==> config.mk <==
export PLATFORM = sky130hd
export DESIGN_NAME = power_sequencer_flat
export DESIGN_NICKNAME = d
export VERILOG_FILES = /design/src/rtl/power_sequencer_if.sv /design/src/rtl/power_sequencer.sv /design/src/flat_wrapper.sv
export SDC_FILE = /design/constraint.sdc
export NUM_CORES = 1
export LEC_CHECK = 0
export BUFFER_PORTS_ARGS = -buffer_cell sky130_fd_sc_hd__buf_2
export CAP_MARGIN = 40
export CORE_ASPECT_RATIO = 2
export CORE_MARGIN = 2
export CORE_UTILIZATION = 50
export CTS_BUF_LIST = sky130_fd_sc_hd__clkbuf_4 sky130_fd_sc_hd__clkbuf_8 sky130_fd_sc_hd__clkbuf_16
export CTS_CLUSTER_DIAMETER = 30
export DETAILED_ROUTE_END_ITERATION = 16
export GPL_ROUTABILITY_DRIVEN = 1
export HOLD_SLACK_MARGIN = 0.08
export PLACE_DENSITY_LB_ADDON = 0.3
export SYNTH_ARGS = -nofsm -noshare
export SYNTH_HDL_FRONTEND = slang
export SYNTH_SLANG_ARGS = --single-unit
==> constraint.sdc <==
create_clock -name clk -period 6.6 [get_ports clk]
set_input_delay 0.33 -clock clk [delete_from_list [all_inputs] [get_ports clk]]
set_output_delay 0.33 -clock clk [all_outputs]
set_load 0.01 [all_outputs]
==> src/rtl/power_sequencer_if.sv <==
// Signal bundle between the power sequencer and its controller/monitor side.
// The sequencer uses the slave view; the driving environment uses the master view.
interface power_sequencer_if;
    logic       power_req;
    logic       fault_clr;
    logic       error;
    logic [2:0] sel;
    logic       start;
    logic       fault_valid;
    logic [2:0] fault_code;
    logic [1:0] retry_cnt;
    logic       lockout;

    modport slave (
        input  power_req, fault_clr, error, sel,
        output start, fault_valid, fault_code, retry_cnt, lockout
    );

    modport master (
        output power_req, fault_clr, error, sel,
        input  start, fault_valid, fault_code, retry_cnt, lockout
    );
endinterface

==> src/rtl/power_sequencer.sv <==
// Power-on sequencer: debounces the power request, soft-starts the supply, and
// retries a limited number of times after monitor faults before locking out.
module power_sequencer #(
    parameter int DEBOUNCE_CYCLES  = 50000,
    parameter int SOFTSTART_CYCLES = 500000,
    parameter int COOLDOWN_CYCLES  = 5000000,
    parameter int MAX_RETRIES      = 3
) (
    input  logic              clk,
    input  logic              reset_n,
    power_sequencer_if.slave  bus
);

    localparam int CNT_W = 23;
    typedef logic [CNT_W-1:0] cnt_t;

    localparam cnt_t       DEBOUNCE_LOAD  = cnt_t'(DEBOUNCE_CYCLES - 1);
    localparam cnt_t       SOFTSTART_LOAD = cnt_t'(SOFTSTART_CYCLES - 1);
    localparam cnt_t       COOLDOWN_LOAD  = cnt_t'(COOLDOWN_CYCLES - 1);
    localparam logic [1:0] RETRY_MAX      = 2'(MAX_RETRIES);

    typedef enum logic [2:0] {
        IDLE,
        DEBOUNCE,
        SOFTSTART,
        ON,
        COOLDOWN,
        LOCKOUT
    } state_t;

    state_t     state, next_state;
    cnt_t       count, next_count;
    logic       req_meta, req_sync;
    logic [1:0] retry, next_retry;
    logic       fault_valid, next_fault_valid;
    logic [2:0] fault_code, next_fault_code;
    logic       start, next_start;
    logic       lockout, next_lockout;

    // start and lockout are registered from the next state so they line up
    // exactly with the state they describe.
    always_ff @(posedge clk or negedge reset_n) begin
        if (!reset_n) begin
            req_meta    <= 1'b0;
            req_sync    <= 1'b0;
            state       <= IDLE;
            count       <= '0;
            retry       <= '0;
            fault_valid <= 1'b0;
            fault_code  <= '0;
            start       <= 1'b0;
            lockout     <= 1'b0;
        end else begin
            req_meta    <= bus.power_req;
            req_sync    <= req_meta;
            state       <= next_state;
            count       <= next_count;
            retry       <= next_retry;
            fault_valid <= next_fault_valid;
            fault_code  <= next_fault_code;
            start       <= next_start;
            lockout     <= next_lockout;
        end
    end

    always_comb begin
        next_state = state;
        next_count = count;
        case (state)
            IDLE: begin
                if (req_sync) begin
                    next_state = DEBOUNCE;
                    next_count = DEBOUNCE_LOAD;
                end
            end
            DEBOUNCE: begin
                if (!req_sync) begin
                    next_state = IDLE;
                end else if (count == '0) begin
                    next_state = SOFTSTART;
                    next_count = SOFTSTART_LOAD;
                end else begin
                    next_count = count - cnt_t'(1);
                end
            end
            SOFTSTART: begin
                if (!req_sync) begin
                    next_state = IDLE;
                end else if (count == '0) begin
                    next_state = ON;
                end else begin
                    next_count = count - cnt_t'(1);
                end
            end
            ON: begin
                // A fault outranks a simultaneous request drop.
                if (bus.error) begin
                    if (retry < RETRY_MAX) begin
                        next_state = COOLDOWN;
                        next_count = COOLDOWN_LOAD;
                    end else begin
                        next_state = LOCKOUT;
                    end
                end else if (!req_sync) begin
                    next_state = IDLE;
                end
            end
            COOLDOWN: begin
                if (count == '0) begin
                    if (req_sync) begin
                        next_state = SOFTSTART;
                        next_count = SOFTSTART_LOAD;
                    end else begin
                        next_state = IDLE;
                    end
                end else begin
                    next_count = count - cnt_t'(1);
                end
            end
            LOCKOUT: begin
                if (bus.fault_clr) begin
                    next_state = IDLE;
                end
            end
            default: begin
                next_state = IDLE;
            end
        endcase
    end

    always_comb begin
        next_retry       = retry;
        next_fault_valid = fault_valid;
        next_fault_code  = fault_code;
        if (bus.fault_clr) begin
            next_fault_valid = 1'b0;
            next_fault_code  = '0;
        end
        case (state)
            ON: begin
                if (bus.error) begin
                    next_fault_valid = 1'b1;
                    next_fault_code  = bus.sel;
                end else if (!req_sync) begin
                    next_retry = '0;
                end
            end
            COOLDOWN: begin
                if (count == '0 && retry != RETRY_MAX) begin
                    next_retry = retry + 2'd1;
                end
            end
            LOCKOUT: begin
                if (bus.fault_clr) begin
                    next_retry = '0;
                end
            end
            default: begin
            end
        endcase
        next_start   = (next_state == ON);
        next_lockout = (next_state == LOCKOUT);
    end

    assign bus.start       = start;
    assign bus.fault_valid = fault_valid;
    assign bus.fault_code  = fault_code;
    assign bus.retry_cnt   = retry;
    assign bus.lockout     = lockout;

endmodule
==> src/flat_wrapper.sv <==
// flat-port wrapper written by rule: the top's interface ports become plain ports
module power_sequencer_flat 
#(
    parameter int DEBOUNCE_CYCLES  = 50000,
    parameter int SOFTSTART_CYCLES = 500000,
    parameter int COOLDOWN_CYCLES  = 5000000,
    parameter int MAX_RETRIES      = 3
)
  (clk, reset_n, bus_power_req, bus_fault_clr, bus_error, bus_sel, bus_start, bus_fault_valid, bus_fault_code, bus_retry_cnt, bus_lockout);
  power_sequencer_if bus_i ();
  input  logic clk;
  input  logic reset_n;
  input wire logic [$bits(bus_i.power_req)-1:0] bus_power_req;
  input wire logic [$bits(bus_i.fault_clr)-1:0] bus_fault_clr;
  input wire logic [$bits(bus_i.error)-1:0] bus_error;
  input wire logic [$bits(bus_i.sel)-1:0] bus_sel;
  output wire logic [$bits(bus_i.start)-1:0] bus_start;
  output wire logic [$bits(bus_i.fault_valid)-1:0] bus_fault_valid;
  output wire logic [$bits(bus_i.fault_code)-1:0] bus_fault_code;
  output wire logic [$bits(bus_i.retry_cnt)-1:0] bus_retry_cnt;
  output wire logic [$bits(bus_i.lockout)-1:0] bus_lockout;
  assign bus_i.power_req = bus_power_req;
  assign bus_i.fault_clr = bus_fault_clr;
  assign bus_i.error = bus_error;
  assign bus_i.sel = bus_sel;
  assign bus_start = bus_i.start;
  assign bus_fault_valid = bus_i.fault_valid;
  assign bus_fault_code = bus_i.fault_code;
  assign bus_retry_cnt = bus_i.retry_cnt;
  assign bus_lockout = bus_i.lockout;
  power_sequencer #(.DEBOUNCE_CYCLES(DEBOUNCE_CYCLES), .SOFTSTART_CYCLES(SOFTSTART_CYCLES), .COOLDOWN_CYCLES(COOLDOWN_CYCLES), .MAX_RETRIES(MAX_RETRIES)) u_core (.clk(clk), .reset_n(reset_n), .bus(bus_i));
endmodule
* After elaboration in Yosys (flattened, before gate mapping)
Index checks and enable logic that the tools add are counted.
** Operators by class
- Add/subtract/negate cells :: 2
- Order comparisons :: 1
- Equal/unequal tests :: 19
- Multiplexer cells :: 33
- Reductions and logical operators :: 7
** Operators with widths (number)
- 23-bit 2-to-1 mux :: 9
- 23-bit case mux with 5 select lines :: 1
- 3-bit 2-to-1 mux :: 12
- 23-bit logical NOT :: 1
- 23-bit by 1-bit subtractor with 23-bit output (second input constant) :: 1
- 3-bit case mux with 6 select lines :: 1
- 2-bit inequality test (second input constant) :: 6
- 2-bit 2-to-1 mux :: 5
- 2-bit by 1-bit inequality test with 1-bit output (second input constant) :: 5
- 3-bit by 2-bit == test with 1-bit output (second input constant) :: 3
- 3-bit == test (second input constant) :: 3
- 8-bit AND reduction :: 1
- 2-bit case mux with 3 select lines :: 1
- 5-bit AND reduction :: 1
- 5-bit nonzero test :: 1
- 1-bit 2-to-1 mux :: 4
- 3-bit by 1-bit == test with 1-bit output (second input constant) :: 1
- 3-bit logical NOT :: 1
- 3-bit by 2-bit inequality test with 1-bit output (second input constant) :: 1
- 3-bit nonzero test :: 1
- 2-bit by 1-bit adder with 2-bit output (second input constant) :: 1
- 2-bit less-than comparator (second input constant) :: 1
- 1-bit logical AND :: 1
** Storage, ports and cells
- Register bits :: 36
- Bits of input ports :: 8
- Output and inout port bits :: 8
- Logic and storage cells :: 71

* Logic depth before layout (Yosys ltp)
Gate-level depths: netlist of run 1.
- Depth after elaboration :: 5
- Depth in mapped cells :: 10
- Gate-level depth less buffers :: 8

* Least setup slack after synthesis of run 1
OpenSTA, ideal clock, no wires.
- Path kind :: register -> register
- From :: reg u_core.count[0]
- To :: reg u_core.count[15]
- Library setup time :: 0.126 ns
- Arrival :: 2.533 ns
- Data required time :: 6.474 ns
- Slack :: 3.941 ns
- Cell stages (with the launch flop) :: 11
- Path buffers :: 2
- Period minus slack after synthesis :: 2.659 ns
- Path through :: dfrtp_1 -> inv_1 -> ha_1 -> nor3b_1 -> nand4_1 -> or3_1 -> buf_6 -> a221oi_4 -> buf_4 -> a21oi_2 -> o32a_1
** On the way
- Word-level cells in the longest chain between the ends :: 4
- Elaborated cells between the ends (all ways) :: 11
- Classes of those cells :: add/sub (1); eq/ne (2); mux (6); reduce/logical (2)
** RTL lines
- from (decl) :: RTL line power_sequencer.sv:32 : cnt_t count, next_count;
- from (signal assigned) :: RTL line power_sequencer.sv:57 : count <= next_count;
- 23-bit by 1-bit subtractor with 23-bit output / 23-bit logical NOT (equally long branches)
- 23-bit 2-to-1 mux (on tied branches) :: RTL line power_sequencer.sv:89, power_sequencer.sv:79
- 23-bit 2-to-1 mux (on tied branches) :: RTL line power_sequencer.sv:87, power_sequencer.sv:77
- 23-bit case mux with 5 select lines :: RTL line power_sequencer.sv:69 : case (state)
Several ways; a longest one is shown, not always the timed one. The select of a mux whose other input is x is not followed.
A chain may end at the register's enable or synchronous reset.

* Worst setup path in the final report of run 1
- From :: reg u_core.count[0]
- To :: reg u_core.count[12]
Same word-level chain as after synthesis.

==> summary.md, run 1 <==
| Metric | Value |
|---|---|
| CTS Buf Count | 5 |
| Final antenna-violating net count | 0 |
| Vias per cell | 6.41 |
| Synth unique cells | 52 |
| Synth async-reset ratio | 1.00 |
| Area delta synth->final | 6.89% |
| Critical Path End Type | register |
| Period minus WS final | 3.47 ns |
| Fmax | 0.288 GHz |
| Post-Layout Cell Count | 310 |
| Die Wd | 50.3 um |
| Core ar. | 4090 um2 |
| Headroom to the max-slew limit | 0.434 |
| R2r setup slk | 3.13 ns |
| Crit path DAT | 3.64 ns |
| IO Pins | 16 |
| Final hold violations | 0 |
| DRC | 0 |
| Row cnt | 33 |
| Port Buffer Count | 15 |
| N_diodes | 0 |
| Overflow after GRT | 0 |
| Synth top cells by count | dfrtp_1, nor2_1, nand2_1 |
| Worst hold path type | input port to async pin |
| Starting DRT DRC Count | 52 |
| Startpoint Class | register |
| H-tree levels | 2 |
| Vias in the first global route | 2,052 |
| EDFF count, synth | 0 |
| First-pass GRT wire length | 9390 um |
| Top routing layer in use | met4 |
| CTS sink cnt | 36 |
| Number of synthesized register bits | 36 |
| Synth Flop Type | dfrtp_1 |
| Routability cong. | 0.881 |
| Max Slew Vio Count | 0 |
| Post-DP HPWL | 4000 um |
| Fin Setup TNS | 0 ns |
| Routed wl met3 | 149 um |
| Yosys top cell area share | 0.421 |
| Avg WL per Cell | 17.4 um |
| PD cells | 194 nW/um2 |
| Post-Synthesis Cell Area | 2140 um2 |
| Largest area contributor in the netlist | dfrtp_1 |
| Die area | 4860 um2 |
| CTS tree | built |
| Routed Wire Length | 5400 um |
| Status | completed |
| Net count after synthesis | 258 |
| Synthesized instance count | 248 |
| Final #Nets | 268 |
| Resized cells post-CTS | 0 |
| CTS root buf | clkbuf_8 |
| Largest cells by area after synthesis | dfrtp_1, nor2_1, nor3_1 |
| Maxcap violations | 0 |
| TritonRoute pass-1 iters | 4 |
| Initial antenna violation count | 0 |
| Share of cells above drive strength 1 | 0.112 |
| Clk Latency, worst-skew pair | 0.29 ns |
| CP required | 6.78 ns |
| Die Span Y | 96.6 um |
| Dpl cells | 303 |
| RSZ-0062 raised after global routing | false |
| CTS Buffer Depth | 2 |
| Met1 WL | 2030 um |
| Worst vdd ir | 0.159 mV |
| Reg clk slew, reported paths | 0.07 ns |
| WS Path Type | register to register |
| Total chip power | 443 uW |
| Period utilisation layout | 0.525 |
| P_leak | 0.00101 uW |
| FILL cells | 372 |
| GRT Overall Usage | 0.257 |
| Final setup fails | 0 |
| Routed wl met2 | 2890 um |
| Clock Skew | 0.00937 ns |
| Post-cts hold buffer count | 0 |
| Slew @ Worst Pin | 0.849 ns |
| Most common cell in the netlist | dfrtp_1 |
| Post-CTS setup buffer count | 0 |
| Largest net degree at the start of global routing | 37 |
| Worst-path fanout max | 18 |
| Sequential-to-total area share from yosys stat | 0.421 |
| Starting density of the core | 0.524 |
| YS warnings | 0 |
| Mapped Avg Cell Area | 8.64 um2 |
| Vias | 1,986 |
[critical path, cell delays in order (launching register included)]
cell	delay, ns
dfrtp_1	0.42
inv_1	0.09
ha_1	0.20
nor3b_1	0.59
nand4_1	0.25
or3_1	0.50
a221oi_4	0.76
nor2_2	0.22
a32o_1	0.32
[cell families after synthesis]
kind of cell    count (synthesis)  synth area share
mux                             1           0.00526
fa+ha+maj                       2            0.0117
simple gates                  104             0.235
xor+xnor                        1           0.00409
compound gates                 86             0.279
flops                          36             0.421
buf+inv                        18            0.0450
[metal layers]
metal,GRT usage,up-vias
met5,0,-
met4,0.229,0
met3,0.0400,33
met2,0.441,52
met1,0.264,947
li1,-,954
[registers in the layout, indices dropped and copies added, names as in the netlist]
| name | flops |
|---|---|
| u_core.req_sync | 1 |
| u_core.bus.retry_cnt | 2 |
| u_core.bus.lockout | 1 |
| u_core.bus.fault_valid | 1 |
| u_core.bus.fault_code | 3 |
| u_core.bus.start | 1 |
| u_core.count | 23 |
| u_core.state | 3 |
| u_core.req_meta | 1 |
[worst paths after layout]
check / start / to / depth (start not counted)
setup / recovery: u_core.count[0]$_DFFE_PN0P_ / u_core.count[12]$_DFFE_PN0P_ / 8
hold / removal: reset_n / u_core.count[14]$_DFFE_PN0P_ / 1
setup reg to reg: u_core.count[0]$_DFFE_PN0P_ / u_core.count[12]$_DFFE_PN0P_ / 8
hold reg to reg: u_core.req_meta$_DFF_PN0_ / u_core.req_sync$_DFF_PN0_ / 0
max in group asynchronous: reset_n / u_core.count[22]$_DFFE_PN0P_ / 1
min in group clk: bus_power_req / u_core.req_meta$_DFF_PN0_ / 1
[cell type report]
cell class                 count  area (um2)  share of cell area
tap                           52        65.1              0.0284
clock buffer                   6        76.3              0.0333
sequential                    36         901               0.393
clock inverter                 1        5.00             0.00219
multi-input combinational    194        1140               0.500
inverter                       6        22.5             0.00984
timing repair buffer          15        75.1              0.0328
[metrics by stage]
step                hold WS, ns  setup slack, ns  instance area (um2)  utilization
global route              0.139             2.89                 2290        0.560
finish                    0.118             3.13                 2290        0.560
floorplan                0.0344             3.94                 2140            -
CTS                       0.145             3.21                 2290        0.560
detailed placement        0.338             3.26                 2210        0.540
global placement          0.342             3.32                 2210        0.540
[placed cells by master (no fill, tap or decap), types with 3 or more instances in the layout]
| master | Yosys | final |
|---|---|---|
| a31oi_1 | 4 | 4 |
| o2bb2ai_1 | 4 | 4 |
| nand2b_1 | 5 | 5 |
| or3_1 | 5 | 5 |
| o21ai_1 | 11 | 11 |
| dfrtp_1 | 36 | 36 |
| clkbuf_8 | 0 | 5 |
| nor2_1 | 29 | 29 |
| a32o_1 | 3 | 3 |
| nor4_1 | 8 | 8 |
| nand3_1 | 5 | 5 |
| o211ai_1 | 3 | 3 |
| o21ai_0 | 15 | 15 |
| a21oi_1 | 16 | 16 |
| nand2_1 | 22 | 22 |
| nor3_1 | 18 | 18 |
| buf_2 | 2 | 15 |
| o22a_1 | 4 | 4 |
| inv_1 | 6 | 6 |
| a22o_1 | 7 | 7 |
[power by group]
group / internal, uW / switching, uW
registers: 229 / 11.8
logic: 17.7 / 34.2
clock network: 75.8 / 74.5
Note: power is estimated with default switching activity, not from simulation.
==> inputs of run 2 (changes only) <==
==> constraint.sdc (replaced) <==
create_clock -name clk -period 3.01 [get_ports clk]
set_input_delay 0.1505 -clock clk [delete_from_list [all_inputs] [get_ports clk]]
set_output_delay 0.1505 -clock clk [all_outputs]
set_load 0.01 [all_outputs]
==> run 2 against run 1 <==
Final area up 6.4%. First-iteration DRC count increased by 17%. Clock skew is 0.0033 ns lower. Die area is the same. Critical path type unchanged.
==> summary.md, run 2 (synthesis results as in run 1) <==
| Metric | Value |
|---|---|
| Critical Path End Type | register |
| Post-DP HPWL | 4360 um (+9.0%) |
| CTS Buffer Depth | 2 (unchanged) |
| Startpoint Class | register |
| Headroom to the max-slew limit | 0.446 (+0.0122) |
| Row cnt | 33 (unchanged) |
| Placed Area | 2310 um2 (+4.4%) |
| Crit path DAT | 3.00 ns (-0.64 ns) |
| IO Pins | 16 (unchanged) |
| GRT Overall Usage | 0.270 (+0.0133) |
| Final setup fails | 0 (unchanged) |
| RSZ-0062 raised after global routing | false |
| CTS root buf | clkbuf_8 |
| Final #Nets | 286 (+6.7%) |
| Die Span Y | 96.6 um (unchanged) |
| Largest regs | u_core.count (23), u_core.bus.fault_code (3), u_core.state (3) |
| Clock share of power | 0.340 (about the same) |
| TritonRoute pass-1 iters | 4 (unchanged) |
| Clk Latency, worst-skew pair | 0.30 ns (about the same) |
| Maxcap violations | 0 (unchanged) |
| Largest Register | u_core.count |
| Commonest non-fill, non-tap cell in the layout | dfrtp_1 |
| Worst-path fanout max | 19 (+1) |
| Avg WL per Cell | 18.0 um (+3.6%) |
| Max Slew Vio Count | 0 (unchanged) |
| Reg clk slew, reported paths | 0.07 ns (about the same) |
| Port Buffer Count | 15 (unchanged) |
| Status | completed |
| R2r setup slk | 0.17 ns (-2.96 ns) |
| Max FFs per register | 23 (unchanged) |
| Share of cells above drive strength 1 | 0.152 (+0.0398) |
| Worst vdd ir | 0.294 mV (+85%) |
| Slew @ Worst Pin | 0.831 ns (-0.0183 ns) |
| Sw frac | 0.282 (+0.00989) |
| Fin Setup TNS | 0 ns (unchanged) |
| P_leak | 0.00109 uW (+8.4%) |
| CTS sink cnt | 36 (unchanged) |
| Initial antenna violation count | 0 (unchanged) |
| Vias | 2,060 (+3.7%) |
| Die area | 4860 um2 (unchanged) |
| Die Wd | 50.3 um (unchanged) |
| Largest net degree at the start of global routing | 37 (unchanged) |
| Area delta synth->final | 13.8% |
| DRC | 0 (unchanged) |
| CTS Buf Count | 5 (unchanged) |
| Routability cong. | 0.903 (+2.5%) |
| Worst hold path type | input port to register |
| Post-CTS setup buffer count | 0 (unchanged) |
| Combinational Power Share | 0.133 (+0.016) |
| Core ar. | 4090 um2 (unchanged) |
| PD cells | 411 nW/um2 (+110%) |
| CP required | 3.17 ns (-3.61 ns) |
| First-pass GRT wire length | 9660 um (+2.9%) |
| Routed Wire Length | 5920 um (+9.6%) |
| Starting DRT DRC Count | 61 (+17%) |
| Total chip power | 1000 uW (+130%) |
| Overflow after GRT | 0 (unchanged) |
| Sw Pwr | 282 uW (+130%) |
| Vias in the first global route | 2,034 (-0.88%) |
| N_diodes | 0 (unchanged) |
| Post-route cell area | 2440 um2 (+6.4%) |
| Final hold violations | 0 (unchanged) |
| Period minus WS final | 2.84 ns (-0.625 ns) |
| Final Util | 0.596 (+0.0361) |
| CTS tree | built |
| Final antenna-violating net count | 0 (unchanged) |
| Vias per cell | 6.28 (-2.0%) |
| Commonest cells after routing, fill and taps aside | dfrtp_1, nor2_1, nand2_1 |
| Internal power | 719 uW (+120%) |
| WS Path Type | register to register |
| Period utilisation layout | 0.944 (+0.419) |
| Starting density of the core | 0.524 (unchanged) |
| H-tree levels | 2 (unchanged) |
| Clock Skew | 0.00608 ns (-0.00329 ns) |
| Part of the power in registers | 0.527 (-0.017) |
| Fmax | 0.352 GHz (+22%) |
==> run 2: cell type report <==
type | instances | area [um2]
Sequential cell | 36 | 901
Multi-Input combinational cell | 194 | 1140
Inverter | 6 | 22.5
Timing Repair Buffer | 33 | 223
Fill cell | 391 | 1650
Tap cell | 52 | 65.1
Clock buffer | 6 | 76.3
Clock inverter | 1 | 5.00
==> run 2: final timing paths <==
kind	end	depth (start not counted)	start
max	u_core.count[2]$_DFFE_PN0P_	6	u_core.count[10]$_DFFE_PN0P_
min	u_core.bus.lockout$_DFF_PN0_	3	bus_error
max reg2reg	u_core.count[2]$_DFFE_PN0P_	6	u_core.count[10]$_DFFE_PN0P_
min reg2reg	u_core.req_sync$_DFF_PN0_	0	u_core.req_meta$_DFF_PN0_
max in group asynchronous	u_core.count[8]$_DFFE_PN0P_	2	reset_n
min in group asynchronous	u_core.count[17]$_DFFE_PN0P_	2	reset_n
==> run 2: worst max-delay path, cell delays in order (launching register included) <==
cell	delay, ns
dfrtp_1	0.47
or4_4	0.52
or2_0	0.24
or3_1	0.52
a221o_1	0.63
o22ai_1	0.27
a31oi_1	0.07
==> run 2: repair_timing <==
item | 4_1_cts | 5_1_grt
hold buffers | 5 | 0
gates resized for setup | 0 | 0
endpoints found under the hold margin | 40 | 0
==> run 2: power by group through the flow <==
| stage | Clock [uW] | Combinational [uW] | Sequential [uW] |
|---|---|---|---|
| floorplan | 0 | 87.0 | 528 |
| global placement | 0 | 125 | 535 |
| detailed placement | 0 | 126 | 535 |
| CTS | 347 | 132 | 527 |
| global route | 364 | 148 | 531 |
| finish | 341 | 133 | 528 |
==> run 2: through the flow <==
| stage | setup slack (ns) | cells | hold WS, ns |
|---|---|---|---|
| after global placement | 0.267 | 316 | 0.259 |
| after detailed placement | 0.257 | 316 | 0.260 |
| after global routing | 0.0389 | 328 | 0.226 |
| final | 0.167 | 328 | 0.185 |
| after CTS | 0.197 | 328 | 0.182 |
| after floorplan | 0.351 | 248 | -0.145 |
==> run 2: layer usage <==
metal  share of wire  GRT usage
met1            0.37      0.273
met2            0.54      0.480
met3           0.031     0.0354
met4           0.065      0.227
met5               0          0
==> inputs of run 3 (changes only) <==
--- a/config.mk
+++ b/config.mk
@@ -7,10 +7,11 @@
 export LEC_CHECK = 0
 export BUFFER_PORTS_ARGS = -buffer_cell sky130_fd_sc_hd__buf_2
 export CAP_MARGIN = 40
+export CELL_PAD_IN_SITES_DETAIL_PLACEMENT = 2
+export CELL_PAD_IN_SITES_GLOBAL_PLACEMENT = 2
 export CORE_ASPECT_RATIO = 2
 export CORE_MARGIN = 2
-export CORE_UTILIZATION = 50
-export CTS_BUF_LIST = sky130_fd_sc_hd__clkbuf_4 sky130_fd_sc_hd__clkbuf_8 sky130_fd_sc_hd__clkbuf_16
+export CORE_UTILIZATION = 37
 export CTS_CLUSTER_DIAMETER = 30
 export DETAILED_ROUTE_END_ITERATION = 16
 export GPL_ROUTABILITY_DRIVEN = 1
==> constraint.sdc (replaced) <==
create_clock -name clk -period 3.1 [get_ports clk]
set_input_delay 0.155 -clock clk [delete_from_list [all_inputs] [get_ports clk]]
set_output_delay 0.155 -clock clk [all_outputs]
set_load 0.01 [all_outputs]
==> run 3 against run 2 <==
Combinational power grew 7%. Die area grew 33%. First-iteration DRC count shrank 16%. Highest routed layer unchanged.
==> summary.md, run 3 (synthesis results as in run 1) <==
| Metric | Value |
|---|---|
| Status | completed |
| Post-CTS setup buffer count | 0 (unchanged) |
| TritonRoute pass-1 iters | 4 (unchanged) |
| Commonest non-fill, non-tap cell in the layout | dfrtp_1 |
| M3 GR Usage | 0.0360 (+0.000620) |
| Cells along the critical path | or4_4 > or2_0 > or3_1 > a221o_1 > a32o_1 |
| Hold worst-path end | u_core.bus.fault_code[0]$_DFF_PN0_ |
| Die area | 6450 um2 (+33%) |
| Fin Setup TNS | 0 ns (unchanged) |
| Die Span Y | 112 um (+16%) |
| Slew @ Worst Pin | 0.696 ns (-0.135 ns) |
| Die Wd | 57.8 um (+15%) |
| Hold slack | 0.111 ns (-0.0732 ns) |
| Fmax | 0.342 GHz (-2.8%) |
| P_leak | 0.00116 uW (+6.2%) |
| DRC | 0 (unchanged) |
| Hold Path Depth | 3 (unchanged) |
| CTS tree | built |
| RSZ-0062 raised after global routing | false |
| Met1 Resource Use GR | 0.302 (+0.0285) |
| Crit-path max cell delay | 0.65 ns (+0.02 ns) |
| Share of cells above drive strength 1 | 0.159 (+0.00725) |
| Largest net degree at the start of global routing | 25 (-32%) |
| Headroom to the max-slew limit | 0.536 (+0.0896) |
| Starting DRT DRC Count | 51 (-16%) |
| HP Start | bus_sel[0] |
| Total chip power | 1410 uW (+41%) |
| IO Pins | 16 (unchanged) |
| Max FFs per register | 23 (unchanged) |
| GRT Overall Usage | 0.281 (+0.0109) |
| First-pass GRT wire length | 13,600 um (+40%) |
| Crit path DAT | 3.09 ns (+0.09 ns) |
| Starting density of the core | 0.378 (-0.146) |
| Met2 usage | 0.504 (+0.0235) |
| Slowest stage cell, crit path | a221o_1 |
| Bufs and invs on worst path | 0 (unchanged) |
| CTS Buf Count | 5 (unchanged) |
| Largest regs | u_core.count (23), u_core.bus.fault_code (3), u_core.state (3) |
| Area delta synth->final | 21.1% |
| Vias per cell | 6.30 (+0.31%) |
| R2r startpoint | u_core.count[12]$_DFFE_PN0P_ |
| Commonest cells after routing, fill and taps aside | dfrtp_1, nor2_1, nand2_1 |
| Worst vdd ir | 0.391 mV (+33%) |
| CTS root buf | clkbuf_16 |
| Post-cts hold buffer count | 3 (-2) |
| Avg WL per Cell | 24.3 um (+35%) |
| Period minus WS final | 2.92 ns (+0.0819 ns) |
| Final #Nets | 285 (-0.35%) |
| Worst r2r dst | u_core.count[16]$_DFFE_PN0P_ |
| Final hold violations | 0 (unchanged) |
| N_diodes | 0 (unchanged) |
| Row cnt | 39 (+18%) |
| Core ar. | 5660 um2 (+38%) |
| Vias in the first global route | 2,433 (+20%) |
| Clock Skew | 0.00553 ns (-0.000554 ns) |
| Initial antenna violation count | 0 (unchanged) |
| Routed Wire Length | 8200 um (+39%) |
| Resized cells post-CTS | 0 (unchanged) |
| Final setup fails | 0 (unchanged) |
| Overflow after GRT | 0 (unchanged) |
| Global route hottest layer | met2 |
| Final antenna-violating net count | 0 (unchanged) |
| Largest delay share family, worst path | simple AND/OR/NAND/NOR gates |
| Post-DP HPWL | 5900 um (+35%) |
| Worst hold path type | input port to register |
| Routability cong. | 0.829 (-8.2%) |
| CP required | 3.27 ns (+0.10 ns) |
| H-tree levels | 2 (unchanged) |
| Worst-path fanout max | 19 (unchanged) |
| Period utilisation layout | 0.943 (-0.00101) |
| Critical Path End Type | register |
| Clk Latency, worst-skew pair | 0.29 ns (about the same) |
| CTS sink cnt | 36 (unchanged) |
| Startpoint Class | register |
| Vias | 2,123 (+3.1%) |
| Port Buffer Count | 15 (unchanged) |
| Reg clk slew, reported paths | 0.06 ns (about the same) |
| R2r setup slk | 0.18 ns (about the same) |
| Worst R2R Path Depth | 5 (-1) |
| CTS Buffer Depth | 2 (unchanged) |
| Max Slew Vio Count | 0 (unchanged) |
| WS Path Type | register to register |
| PD cells | 542 nW/um2 (+32%) |
| Largest Register | u_core.count |
| Maxcap violations | 0 (unchanged) |
[run 3: cell types whose count changed in the layout (fill, tap and decap cells not counted)]
cell	before	now
buf_4	13	12
bufinv_16	0	3
clkbuf_16	0	5
buf_12	0	2
dlygate4sd3_1	5	3
clkbuf_4	1	0
clkinv_2	1	0
clkbuf_8	5	0
[run 3: worst max-delay path by stage]
stage	start	end	cells after the start
floorplan	u_core.count[0]$_DFFE_PN0P_	u_core.count[15]$_DFFE_PN0P_	10
global placement	u_core.count[10]$_DFFE_PN0P_	u_core.count[2]$_DFFE_PN0P_	6
detailed placement	u_core.count[10]$_DFFE_PN0P_	u_core.count[2]$_DFFE_PN0P_	6
CTS	u_core.count[10]$_DFFE_PN0P_	u_core.count[10]$_DFFE_PN0P_	6
global route	u_core.count[0]$_DFFE_PN0P_	u_core.count[2]$_DFFE_PN0P_	8
finish	u_core.count[12]$_DFFE_PN0P_	u_core.count[16]$_DFFE_PN0P_	5
[run 3: final cells by class]
class	count	area [um2]
Fill cell	638	3070
Multi-Input combinational cell	194	1140
Sequential cell	36	901
Timing Repair Buffer	32	235
Clock buffer	5	125
Clock inverter	3	90.1
Tap cell	61	76.3
Inverter	6	22.5
[run 3: power breakdown]
part	total (uW)	switching [uW]	internal (uW)
combinational	142	90.4	51.8
clock	751	209	543
sequential	514	25.8	488
[run 3: through the flow]
stage | instance area (um2) | setup WS, ns | instances | utilization
global route | 2590 | 0.0291 | 337 | 0.458
CTS | 2590 | 0.174 | 337 | 0.458
detailed placement | 2350 | 0.242 | 326 | 0.415
floorplan | 2140 | 0.441 | 248 | -
finish | 2590 | 0.175 | 337 | 0.458
global placement | 2330 | 0.280 | 325 | 0.412
[run 3: tightest hold or removal path: cells and delay by family]
family | cells | cell delay (ns)
buffers and inverters | 1 | 0.08
and+or+nand+nor | 1 | 0.04
AOI/OAI and AO/OA | 1 | 0.08
[run 3: routing by layer]
| layer | wire length [um] | vias up | share of wire |
|---|---|---|---|
| li1 | - | 979 | - |
| met1 | 3030 | 1070 | 0.37 |
| met2 | 4570 | 48 | 0.56 |
| met3 | 182 | 26 | 0.022 |
| met4 | 422 | 0 | 0.051 |
| met5 | 0 | - | 0 |
